--- config.mk ---
export PLATFORM = sky130hd
export DESIGN_NAME = fpu_seq
export DESIGN_NICKNAME = d
export VERILOG_FILES = /design/src/rtl/fpu_seq.sv
export SDC_FILE = /design/constraint.sdc
export NUM_CORES = 1
export LEC_CHECK = 0
export ABC_AREA = 1
export BUFFER_PORTS_ARGS = -buffer_cell sky130_fd_sc_hd__buf_2
export CAP_MARGIN = 20
export CORE_AREA = 2 2 63 95
export DETAILED_ROUTE_END_ITERATION = 16
export DIE_AREA = 0 0 65 97
export GPL_ROUTABILITY_DRIVEN = 0
export MAX_ROUTING_LAYER = met4
export PLACE_DENSITY = 0.75
export SLEW_MARGIN = 20
export SYNTH_ARGS = -nofsm -noshare
export SYNTH_HDL_FRONTEND = slang
export SYNTH_SLANG_ARGS = --single-unit
--- constraint.sdc ---
create_clock -name clk -period 1.37 [get_ports clk]
set_input_delay 0.137 -clock clk [delete_from_list [all_inputs] [get_ports clk]]
set_output_delay 0.137 -clock clk [all_outputs]
set_load 0.02 [all_outputs]
--- src/rtl/fpu_seq.sv ---
// Sequencer handing one decoded FPU instruction at a time to an iterative FPU and writing its result back.
// Optional FPU_SEQ_TIMEOUT_EN adds a WAIT-state watchdog that abandons the op and pulses err.
module fpu_seq (
  input  logic        clk,
  input  logic        reset,
  input  logic        req,
  input  logic [1:0]  FPUControl,
  input  logic        FPUFlagW,
  input  logic [3:0]  Rd,
  output logic        fpu_start,
  output logic [1:0]  fpu_op,
  input  logic        fpu_done,
  input  logic [31:0] fpu_result,
  input  logic [1:0]  fpu_flags,
  output logic        stall,
  output logic        wb_en,
  output logic [3:0]  wb_rd,
  output logic [31:0] wb_data,
  output logic        flag_we,
  output logic [1:0]  flags_out,
  output logic        busy,
  output logic [7:0]  lat_cnt,
  output logic        err
);

  typedef enum logic [1:0] {IDLE, ISSUE, WAIT, WB} state_t;

  state_t state;
  logic   flagw_q;
`ifdef FPU_SEQ_TIMEOUT_EN
  logic [5:0] wd_cnt;
`endif

  // Stall must cover the request cycle itself so decode does not advance past it.
  assign stall = (state == IDLE && req) || state == ISSUE || state == WAIT;

  always_ff @(posedge clk) begin
    if (reset) begin
      state     <= IDLE;
      flagw_q   <= 1'b0;
      fpu_start <= 1'b0;
      fpu_op    <= '0;
      wb_en     <= 1'b0;
      wb_rd     <= '0;
      wb_data   <= '0;
      flag_we   <= 1'b0;
      flags_out <= '0;
      busy      <= 1'b0;
      lat_cnt   <= '0;
      err       <= 1'b0;
`ifdef FPU_SEQ_TIMEOUT_EN
      wd_cnt    <= '0;
`endif
    end else begin
      fpu_start <= 1'b0;
      wb_en     <= 1'b0;
      flag_we   <= 1'b0;
      err       <= 1'b0;
      case (state)
        IDLE: begin
          if (req) begin
            state     <= ISSUE;
            fpu_op    <= FPUControl;
            flagw_q   <= FPUFlagW;
            wb_rd     <= Rd;
            fpu_start <= 1'b1;
            busy      <= 1'b1;
          end
        end
        ISSUE: begin
          state   <= WAIT;
          lat_cnt <= '0;
`ifdef FPU_SEQ_TIMEOUT_EN
          wd_cnt  <= '0;
`endif
        end
        WAIT: begin
          if (fpu_done) begin
            state     <= WB;
            wb_data   <= fpu_result;
            flags_out <= fpu_flags;
            wb_en     <= 1'b1;
            flag_we   <= flagw_q;
          end else begin
            if (lat_cnt != 8'hFF) lat_cnt <= lat_cnt + 8'd1;
`ifdef FPU_SEQ_TIMEOUT_EN
            wd_cnt <= wd_cnt + 6'd1;
            if (wd_cnt == 6'h3F) begin
              state <= IDLE;
              busy  <= 1'b0;
              err   <= 1'b1;
            end
`endif
          end
        end
        WB: begin
          state <= IDLE;
          busy  <= 1'b0;
        end
        default: state <= IDLE;
      endcase
    end
  end

endmodule

==> results of run 1 <==
==> synthesized netlist by cell type, drive strengths merged <==
master / number
dfxtp: 55
nand3: 9
o21ai: 44
a21oi: 9
nor3b: 1
nor3: 1
conb: 1
buf: 8
o31a: 1
clkbuf: 5
nor2: 97
clkinv: 1
inv: 14
nand2: 38
ha: 6
==> per-stage QoR <==
step	area [sq um]	hold WS, ps	TNS, ps
6_report	3070	78.8	0
3_5_place_dp	2820	385	-361
5_1_grt	3070	81.6	-187
2_1_floorplan	2240	206	0
3_3_place_gp	2820	371	0
4_1_cts	3000	67.6	0
==> critical path: cells and delay by family, from the launching register on <==
family        cells  cell delay, ps
fa+ha+maj         1             170
buf+inv           2             270
flops             1             330
simple gates      2             160
==> power groups by stage <==
stage	clock [uW]	sequential [uW]	combinational (uW)
after floorplan	0	2500	1140
after global placement	0	2130	2140
after detailed placement	0	2150	2170
after CTS	1070	2140	2370
after global routing	1130	2190	2740
final	1030	2140	2470
==> state kept, by name (all words and copies together) (netlist names) <==
signal,flops
flag_we,1
wb_en,1
state,2
busy,1
lat_cnt,8
wb_data,32
wb_rd,4
flags_out,2
fpu_start,1
fpu_op,2
flagw_q,1
==> path summary, 6_finish.rpt <==
check                                     from          end  slack, ps  cells after the start
worst max-delay path                  state[0]        stall         20                      5
worst min-delay path            fpu_result[15]  wb_data[15]         80                      3
worst max register to register        state[0]         busy         20                      8
worst min register to register     wb_data[30]  wb_data[30]        480                      2
==> area by class of cell <==
| cell class | count | area [sq um] |
|---|---|---|
| clock buffer | 6 | 72.6 |
| tap | 70 | 87.6 |
| fill | 535 | 2340 |
| multi-input combinational | 207 | 1060 |
| clock inverter | 1 | 30.0 |
| timing repair buffer | 112 | 637 |
| sequential | 55 | 1110 |
| inverter | 15 | 66.3 |
==> metal layers <==
| metal | wire, microns | part of all wire [%] | global-route usage [%] | up-vias |
|---|---|---|---|---|
| met1 | 2180 | 41 | 19.5 | 962 |
| met4 | 99 | 1.8 | 6.22 | 0 |
| li1 | - | - | - | 1127 |
| met2 | 2730 | 51 | 31.5 | 81 |
| met5 | 0 | 0 | - | - |
| met3 | 353 | 6.6 | 4.77 | 12 |
==> cells by family after synthesis <==
kind of cell	Yosys count
compound gates	54
fa+ha+maj	6
buf+inv	28
flops	55
other cells	1
simple gates	146
==> what timing repair did <==
item | 4_1_cts | 5_1_grt
buffers inserted | 2 | 3
endpoints found under the setup margin | 23 | 14
resized for setup | 19 | 11
pin swaps | 4 | 7
==> placed cells by master, fill, tap and decap left out, drive strengths merged <==
cell	instances
a21oi	9
buf	112
bufinv	1
clkbuf	6
clkinv	1
clkinvlp	1
conb	1
dfxtp	55
ha	6
inv	13
nand2	38
nand3	9
nor2	97
nor3	1
nor3b	1
o21ai	44
o31a	1
==> impl_results.md, run 1 <==
- Main combinational cell family by area after synthesis: simple AND/OR/NAND/NOR gates
- Clock Latency Late Sink: 300 ps
- Row count: 33
- Total track usage: 18.1%
- Post-route core utilization: 56.7%
- RSZ-0062 raised after global routing: true
- Period utilisation layout: 98.5%
- Place WS: -66.8 ps
- Sw power: 2170 uW
- Clock-pin slew on the worst setup and hold paths: 90 ps
- Nets: 447
- Cells after Synth: 290
- Max VDD drop: 936 uV
- Post-route minimum period: 1350 ps
- Htree depth: 2
- Finish-stage setup viols: 0
- Post-synthesis cell type count: 26
- Req. time, crit path: 1230 ps
- Post-Synth XOR/XNOR Area: 0%
- CTS Buffer Depth: 2
- Clock Skews: 4.75 ps
- Final ANT Viol Nets: 0
- Ratio of cells with drive above 1 in the final layout: 37.9%
- Startpoint class of the critical path: flop
- Die Y-Extent: 97 microns
- Final HPWL DP: 3990 microns
- Synth Area in Compound Gates: 12.4%
- Die width: 65 microns
- Pleak: 0.00146 uW
- Drt total wl: 5370 microns
- Cts hold-fix bufs: 0
- Gr ovfl total: 0
- Register area share after synthesis: 49.2%
- Critical-path top delay cell: dfxtp_2
- Post-synthesis mux area share: 0%
- Status: finished clean
- Vias per cell: 4.68
- Power Total: 5640 uW
- Area contributors post-synth: dfxtp_1, nor2_1, o21ai_0
- Remaining DRCs: 0
- I/O pin count: 99
- Final worst slack: 20.4 ps
- Crit Path Class: flop to output pin
- Placed insts: 454
- Final Hold Fails: 0
- Setup crit end kind: output pin
- Min-Delay Path Class: input port to flop
- Die area: 0.00631 sq mm
- Vias in the first global route: 2066
- Synthesized area: 0.00224 sq mm
- Worst Path Max Fanout: 2
- Simple-gate share of the synthesized area: 27.9%
- CP max stage delay: 330 ps
- Sw frac: 38.5%
- Antenna violations before repair: 0
- Initial cell density of the core: 41.3%
- Yosys top cell area share: 49.2%
- Fmax achieved: 741 MHz
- Layout overhead on the synthesized area: 37.2%
- Worst EP arrival: 1210 ps
- Combinational share of power: 43.8%
- 1st-iter DRT viols: 129
- Avg Inst Size Synth: 7.71 sq um
- PD cells: 1840 mW/mm^2
- CTS tree: built
- Core Footprint: 0.00541 sq mm
- Largest net degree at the start of global routing: 35
- Max-cap violations: 0
- I/O Buffers: 97
- Sink Count: 55
- Worst path cell trace: buf_4 > ha_4 > nor2_2 > nand2_1 > buf_6
- Synthesis Warnings: 0
- Flop pwr share: 38.0%
- Router iterations before antenna repair: 4
- Post-Syn Nets: 341
- First-pass GRT wire length: 8980 microns
- Post-synthesis register bit count: 55
- WL/cell: 11.5 microns
- Clock Tree Root: clkbuf_8
- Final slew viol count: 0
- Post-Synth Adder-Cell Area: 3.36%
- Area leader, netlist: dfxtp_1
- Via count: 2182
- Layout Cells excl Fill: 466
- Num CTS Buffers: 5
- Clock share of power: 18.2%
- ANT cells: 0
- Int Pwr: 3470 uW
No activity file was read; power rests on OpenSTA's default activity.
==> run 2: changes to the inputs <==
--- a/config.mk
+++ b/config.mk
@@ -8,12 +8,13 @@
 export ABC_AREA = 1
 export BUFFER_PORTS_ARGS = -buffer_cell sky130_fd_sc_hd__buf_2
 export CAP_MARGIN = 20
-export CORE_AREA = 2 2 63 95
+export CORE_AREA = 2 2 62 93
+export CTS_BUF_LIST = sky130_fd_sc_hd__clkbuf_8
 export DETAILED_ROUTE_END_ITERATION = 16
-export DIE_AREA = 0 0 65 97
+export DIE_AREA = 0 0 64 95
 export GPL_ROUTABILITY_DRIVEN = 0
 export MAX_ROUTING_LAYER = met4
-export PLACE_DENSITY = 0.75
+export PLACE_DENSITY = 0.78
 export SLEW_MARGIN = 20
 export SYNTH_ARGS = -nofsm -noshare
 export SYNTH_HDL_FRONTEND = slang
==> run 2 against run 1 <==
The run now ends with setup timing left; clock skew rose by 0.83 ps; non-clock buffer count rose by 5; via count rose by 4.8%; clock-buffer cell count fell by 1.
==> impl_results.md, run 2 (synthesized netlist as in run 1, its figures left out) <==
- Die width: 64 microns (-1.5%)
- Antenna violations before repair: 0 (unchanged)
- Status: finished, violations left
- RSZ-0062 raised after global routing: true
- Crit Reg-Reg Startpoint: state[1]
- Die Y-Extent: 95 microns (-2.1%)
- Row count: 33 (unchanged)
- Remaining DRCs: 0 (unchanged)
- Final worst slack: -41.6 ps (-62.0 ps)
- Hold Crit Depth: 3 (unchanged)
- Regs by FF count: wb_data (32), lat_cnt (8), wb_rd (4)
- Final HPWL DP: 3980 microns (-0.27%)
- WL/cell: 12.9 microns (+12%)
- ANT cells: 0 (unchanged)
- 1st-iter DRT viols: 141 (+9.3%)
- Commonest non-fill, non-tap cell in the layout: buf_2
- Final slew viol count: 0 (unchanged)
- Violated checks: setup timing
- Reg2Reg Capture Point: lat_cnt[4]
- Largest net degree at the start of global routing: 35 (unchanged)
- Critical-path top delay cell: dfxtp_2
- Reg2reg setup slack: -40 ps (-60 ps)
- Period utilisation layout: 103% (+4.5 points)
- Post-route minimum period: 1410 ps (+62.0 ps)
- CTS Buffer Depth: 2 (unchanged)
- Clock Tree Root: clkbuf_8
- PD cells: 1820 mW/mm^2 (-1.0%)
- Pleak: 0.00152 uW (+3.9%)
- Worst EP arrival: 1620 ps (+410 ps)
- Setup crit end kind: flop
- Sum Neg Setup Slack: -197 ps (-197 ps)
- Max VDD drop: 884 uV (-5.6%)
- CTS tree: built
- Max-cap violations: 0 (unchanged)
- First-pass GRT wire length: 8980 microns (unchanged)
- Min-Delay Startpoint: fpu_result[2]
- CP max stage delay: 370 ps (+40 ps)
- Most frequent cells in the layout: buf_2, nor2_1, dfxtp_1, nand2_1, o21ai_1
- I/O pin count: 99 (unchanged)
- Startpoint class of the critical path: flop
- Largest register FFs: 32 (unchanged)
- Worst Hold End: wb_data[2]
- Vias in the first global route: 2088 (+1.1%)
- Place WS: -107 ps (-40.4 ps)
- Nets: 453 (+1.3%)
- Clock-pin slew on the worst setup and hold paths: 90 ps (about the same)
- Num CTS Buffers: 5 (unchanged)
- Vias per cell: 4.85 (+3.7%)
- Min-Delay Path Class: input port to flop
- Worst path cell trace: buf_6 > ha_4 > buf_12 > inv_8 > nor2_4 > nand2_4 > nand2_8 > nand2_1 > nand2_1 > nor2_1
- Initial cell density of the core: 42.0% (+0.64 points)
- Final Hold Fails: 0 (unchanged)
- Router iterations before antenna repair: 4 (unchanged)
- Most used cell, CP: nand2_1
- Sink Count: 55 (unchanged)
- Fmax achieved: 708 MHz (-4.4%)
- Core Footprint: 0.00533 sq mm (-1.5%)
- Req. time, crit path: 1580 ps (+350 ps)
- Clock Latency Late Sink: 300 ps (about the same)
- Layout overhead on the synthesized area: 42.7%
- Reg2Reg Depth: 10 (+2)
- Htree depth: 2 (unchanged)
- Finish-stage setup viols: 8 (+8)
- Clock Skews: 5.59 ps (+0.834 ps)
- Final ANT Viol Nets: 0 (unchanged)
- FILL cells: 482 (-9.9%)
- Die area: 0.00608 sq mm (-3.6%)
- Biggest register: wb_data
- Gr ovfl total: 0 (unchanged)
- Ratio of cells with drive above 1 in the final layout: 44.1% (+6.3 points)
- I/O Buffers: 97 (unchanged)
- Crit Path Class: flop to flop
- Drt total wl: 6090 microns (+13%)
- Via count: 2286 (+4.8%)
- Total track usage: 19.1% (+1.0 points)
- Worst Path Max Fanout: 7 (+5)
[run 2: cell count changes in the layout (fill, tap and decap cells not counted), sizes merged]
cell,previous run,this run
bufinv,1,0
buf,112,115
clkbuf,6,7
nand2,38,39
inv,13,15
clkinv,1,0
[run 2: metal layers]
layer  part of all wire [%]  global-route usage (%)  vias up
met5                      0                       -        -
met4                    3.2                    9.24        0
met3                    6.0                    3.34       20
met2                     52                    34.4       92
met1                     38                    20.0     1035
li1                       -                       -     1139
[run 2: how the worst max path moves through the flow]
stage	start	to	cells past startpoint
6_report	state[1]	lat_cnt[4]	10
5_1_grt	state[1]	lat_cnt[3]	9
4_1_cts	state[1]	stall	5
3_3_place_gp	state[0]	lat_cnt[6]	9
2_1_floorplan	lat_cnt[1]	lat_cnt[3]	8
3_5_place_dp	state[0]	lat_cnt[4]	9
[run 2: repair_timing]
item,in CTS,in global routing
buffers inserted,7,1
endpoints found under the setup margin,43,51
cloned,0,4
hold buffers,0,0
pin swaps,3,11
gates resized for setup,17,59
[run 2: area by class of cell]
type | instances | area [sq um] | share of cell area (%)
clock buffer | 5 | 68.8 | 2.16
clock inverter | 1 | 3.75 | 0.118
inverter | 15 | 72.6 | 2.27
multi-input combinational | 208 | 1120 | 35.1
sequential | 55 | 1100 | 34.6
tap | 70 | 87.6 | 2.75
timing repair buffer | 117 | 732 | 22.9
[run 2: where the power goes]
group	internal [uW]	switching, uW
Sequential	1940	207
Combinational	1180	1670
Clock	335	481
Total	3450	2360
[run 2: worst max-delay path: cells and delay by family (launching register included)]
kind | cells | cell delay, ps
adders and majority gates | 1 | 150
DFF | 1 | 370
and+or+nand+nor | 6 | 520
buffers and inverters | 3 | 270
[run 2: through the flow]
stage	power (uW)	cell area, sq um	util (%)	hold slack, ps	std cells
6_report	5810	3190	59.9	67.6	471
5_1_grt	6200	3190	59.9	70.2	471
4_1_cts	5440	2990	56.2	65.3	466
3_5_place_dp	4290	2800	52.5	383	453
3_3_place_gp	4230	2800	52.5	374	453
2_1_floorplan	3640	2240	-	206	290
==> run 3: changes to the inputs <==
--- a/config.mk
+++ b/config.mk
@@ -8,13 +8,15 @@
 export ABC_AREA = 1
 export BUFFER_PORTS_ARGS = -buffer_cell sky130_fd_sc_hd__buf_2
 export CAP_MARGIN = 20
-export CORE_AREA = 2 2 62 93
+export CELL_PAD_IN_SITES_DETAIL_PLACEMENT = 1
+export CELL_PAD_IN_SITES_GLOBAL_PLACEMENT = 1
+export CORE_AREA = 2 2 74 111
 export CTS_BUF_LIST = sky130_fd_sc_hd__clkbuf_8
 export DETAILED_ROUTE_END_ITERATION = 16
-export DIE_AREA = 0 0 64 95
+export DIE_AREA = 0 0 76 113
 export GPL_ROUTABILITY_DRIVEN = 0
 export MAX_ROUTING_LAYER = met4
-export PLACE_DENSITY = 0.78
+export PLACE_DENSITY = 0.77
 export SLEW_MARGIN = 20
 export SYNTH_ARGS = -nofsm -noshare
 export SYNTH_HDL_FRONTEND = slang
==> run 3 against run 2 <==
The run still ends with setup timing left; core utilization down 18 points; critical path type unchanged; highest routed layer unchanged; maximum frequency rose by 0.36%; combinational power about the same; power grew 2.2%.
==> impl_results.md, run 3 (synthesized netlist as in run 1, its figures left out) <==
- Remaining DRCs: 0 (unchanged)
- Cts hold-fix bufs: 0 (unchanged)
- Final ANT Viol Nets: 0 (unchanged)
- Setup crit end kind: flop
- DP Area: 0.00287 sq mm (+2.7%)
- Req. time, crit path: 1580 ps (about the same)
- Hold Slack: 60.9 ps (-6.72 ps)
- Biggest register: wb_data
- Pleak: 0.00151 uW (-0.85%)
- Via count: 2255 (-1.4%)
- Post-route minimum period: 1410 ps (-5.02 ps)
- Total track usage: 15.6% (-3.5 points)
- Commonest non-fill, non-tap cell in the layout: buf_2
- Layout overhead on the synthesized area: 43.4%
- Final Hold Fails: 0 (unchanged)
- Vias per cell: 4.45 (-8.4%)
- PD cells: 1850 mW/mm^2 (+1.7%)
- Core Footprint: 0.00756 sq mm (+42%)
- Startpoint class of the critical path: flop
- Largest register FFs: 32 (unchanged)
- Power Total: 5940 uW (+2.2%)
- Clock Tree Root: clkbuf_8
- Final slew viol count: 0 (unchanged)
- Most frequent cells in the layout: buf_2, nor2_1, dfxtp_1, o21ai_0, nand2_1
- 1st-iter DRT viols: 54 (-62%)
- Placed insts: 488 (+7.7%)
- Initial cell density of the core: 29.6% (-12 points)
- I/O Buffers: 97 (unchanged)
- Sink Count: 55 (unchanged)
- ANT cells: 0 (unchanged)
- Final worst slack: -36.6 ps (+5.02 ps)
- Final HPWL DP: 4910 microns (+23%)
- Row count: 39 (+18%)
- Ratio of cells with drive above 1 in the final layout: 41.7% (-2.4 points)
- Die area: 0.00859 sq mm (+41%)
- Place WS: -67.8 ps (+39.5 ps)
- Gr ovfl total: 0 (unchanged)
- Violated checks: setup timing
- Vias in the first global route: 2309 (+11%)
- Finish-stage setup viols: 2 (-6)
- Clock-pin slew on the worst setup and hold paths: 100 ps (about the same)
- Reg2reg setup slack: -40 ps (about the same)
- Regs by FF count: wb_data (32), lat_cnt (8), wb_rd (4)
- FILL cells: 951 (+97%)
- Clock Latency Late Sink: 310 ps (about the same)
- Min-Delay Path Class: input port to flop
- CTS tree: built
- Status: finished, violations left
- First-pass GRT wire length: 10600 microns (+18%)
- Max VDD drop: 687 uV (-22%)
- Worst Path Max Fanout: 8 (+1)
- Die width: 76 microns (+19%)
- I/O pin count: 99 (unchanged)
- Htree depth: 2 (unchanged)
- Max-cap violations: 0 (unchanged)
- WL/cell: 13.7 microns (+6.0%)
- Worst EP arrival: 1620 ps (about the same)
- Num CTS Buffers: 5 (unchanged)
- Clock Skews: 2.98 ps (-2.61 ps)
- Fmax achieved: 711 MHz (+0.36%)
- Drt total wl: 6940 microns (+14%)
- Layout Cells excl Fill: 507 (+7.6%)
- Design area: 0.00321 sq mm (+0.47%)
- Largest net degree at the start of global routing: 37 (+5.7%)
- RSZ-0062 raised after global routing: true
- Register cell area after layout: 0.00111 sq mm (+0.34%)
- Nets: 455 (+0.44%)
- Period utilisation layout: 103% (-0.37 points)
- CTS Buffer Depth: 2 (unchanged)
- Crit Path Class: flop to flop
- Antenna violations before repair: 0 (unchanged)
- Die Y-Extent: 113 microns (+19%)
- Router iterations before antenna repair: 4 (unchanged)
- Multi-input logic area: 0.00111 sq mm (-0.78%)
run 3: cell count changes in the layout (fill, tap and decap cells not counted), sizes merged:
| cell | delta |
|---|---|
| buf | +4 |
| inv | -1 |
| clkinvlp | +1 |
| clkbuf | -2 |
| clkinv | +2 |
run 3: where the power goes:
group | switching [uW] | internal, uW | leakage, uW | total (uW)
Clock | 551 | 352 | 0.0000453 | 903
Sequential | 223 | 1950 | 0.000451 | 2170
Combinational | 1700 | 1170 | 0.00101 | 2870
run 3: final timing paths:
path	startpoint	to	cells after the start
max	state[0]	busy	8
min	fpu_result[15]	wb_data[15]	3
max reg2reg	state[0]	busy	8
min reg2reg	wb_rd[3]	wb_rd[3]	2
run 3: metrics by stage:
stage                     utilization, %  TNS (ps)
after floorplan                        -         0
after global placement              37.9         0
after detailed placement            37.9      -504
after CTS                           40.5     -16.4
after global routing                42.4      -830
final                               42.4     -53.7
run 3: layout make-up:
class,count,area share (%)
multi-input cells,208,34.7
flip-flops and latches,55,34.6
repair buffers,119,21.9
well taps,102,3.98
inverters,15,2.22
clock buffers,5,2.15
clock inverters,3,0.507
run 3: repair_timing:
action,CTS,global route
setup buffers,4,6
pin swaps,5,14
gates cloned,0,1
resized for setup,22,31
hold endpoints to repair,0,0
endpoints found under the setup margin,33,39
run 3: routing by layer:
metal	share of wire [%]	track usage (%)	vias up
li1	-	-	1142
met1	40	16.3	1033
met2	53	29.2	73
met3	5.4	3.59	7
met4	1.1	4.73	0
met5	0	-	-
run 3: worst max-delay path, stage by stage, from the launching register on:
cell and delay, ps:
dfxtp_2 350, inv_2 50, buf_6 120, ha_4 160, nand2_4 70, buf_6 110
clkinvlp_4 180, o21ai_2 210, a21oi_1 60
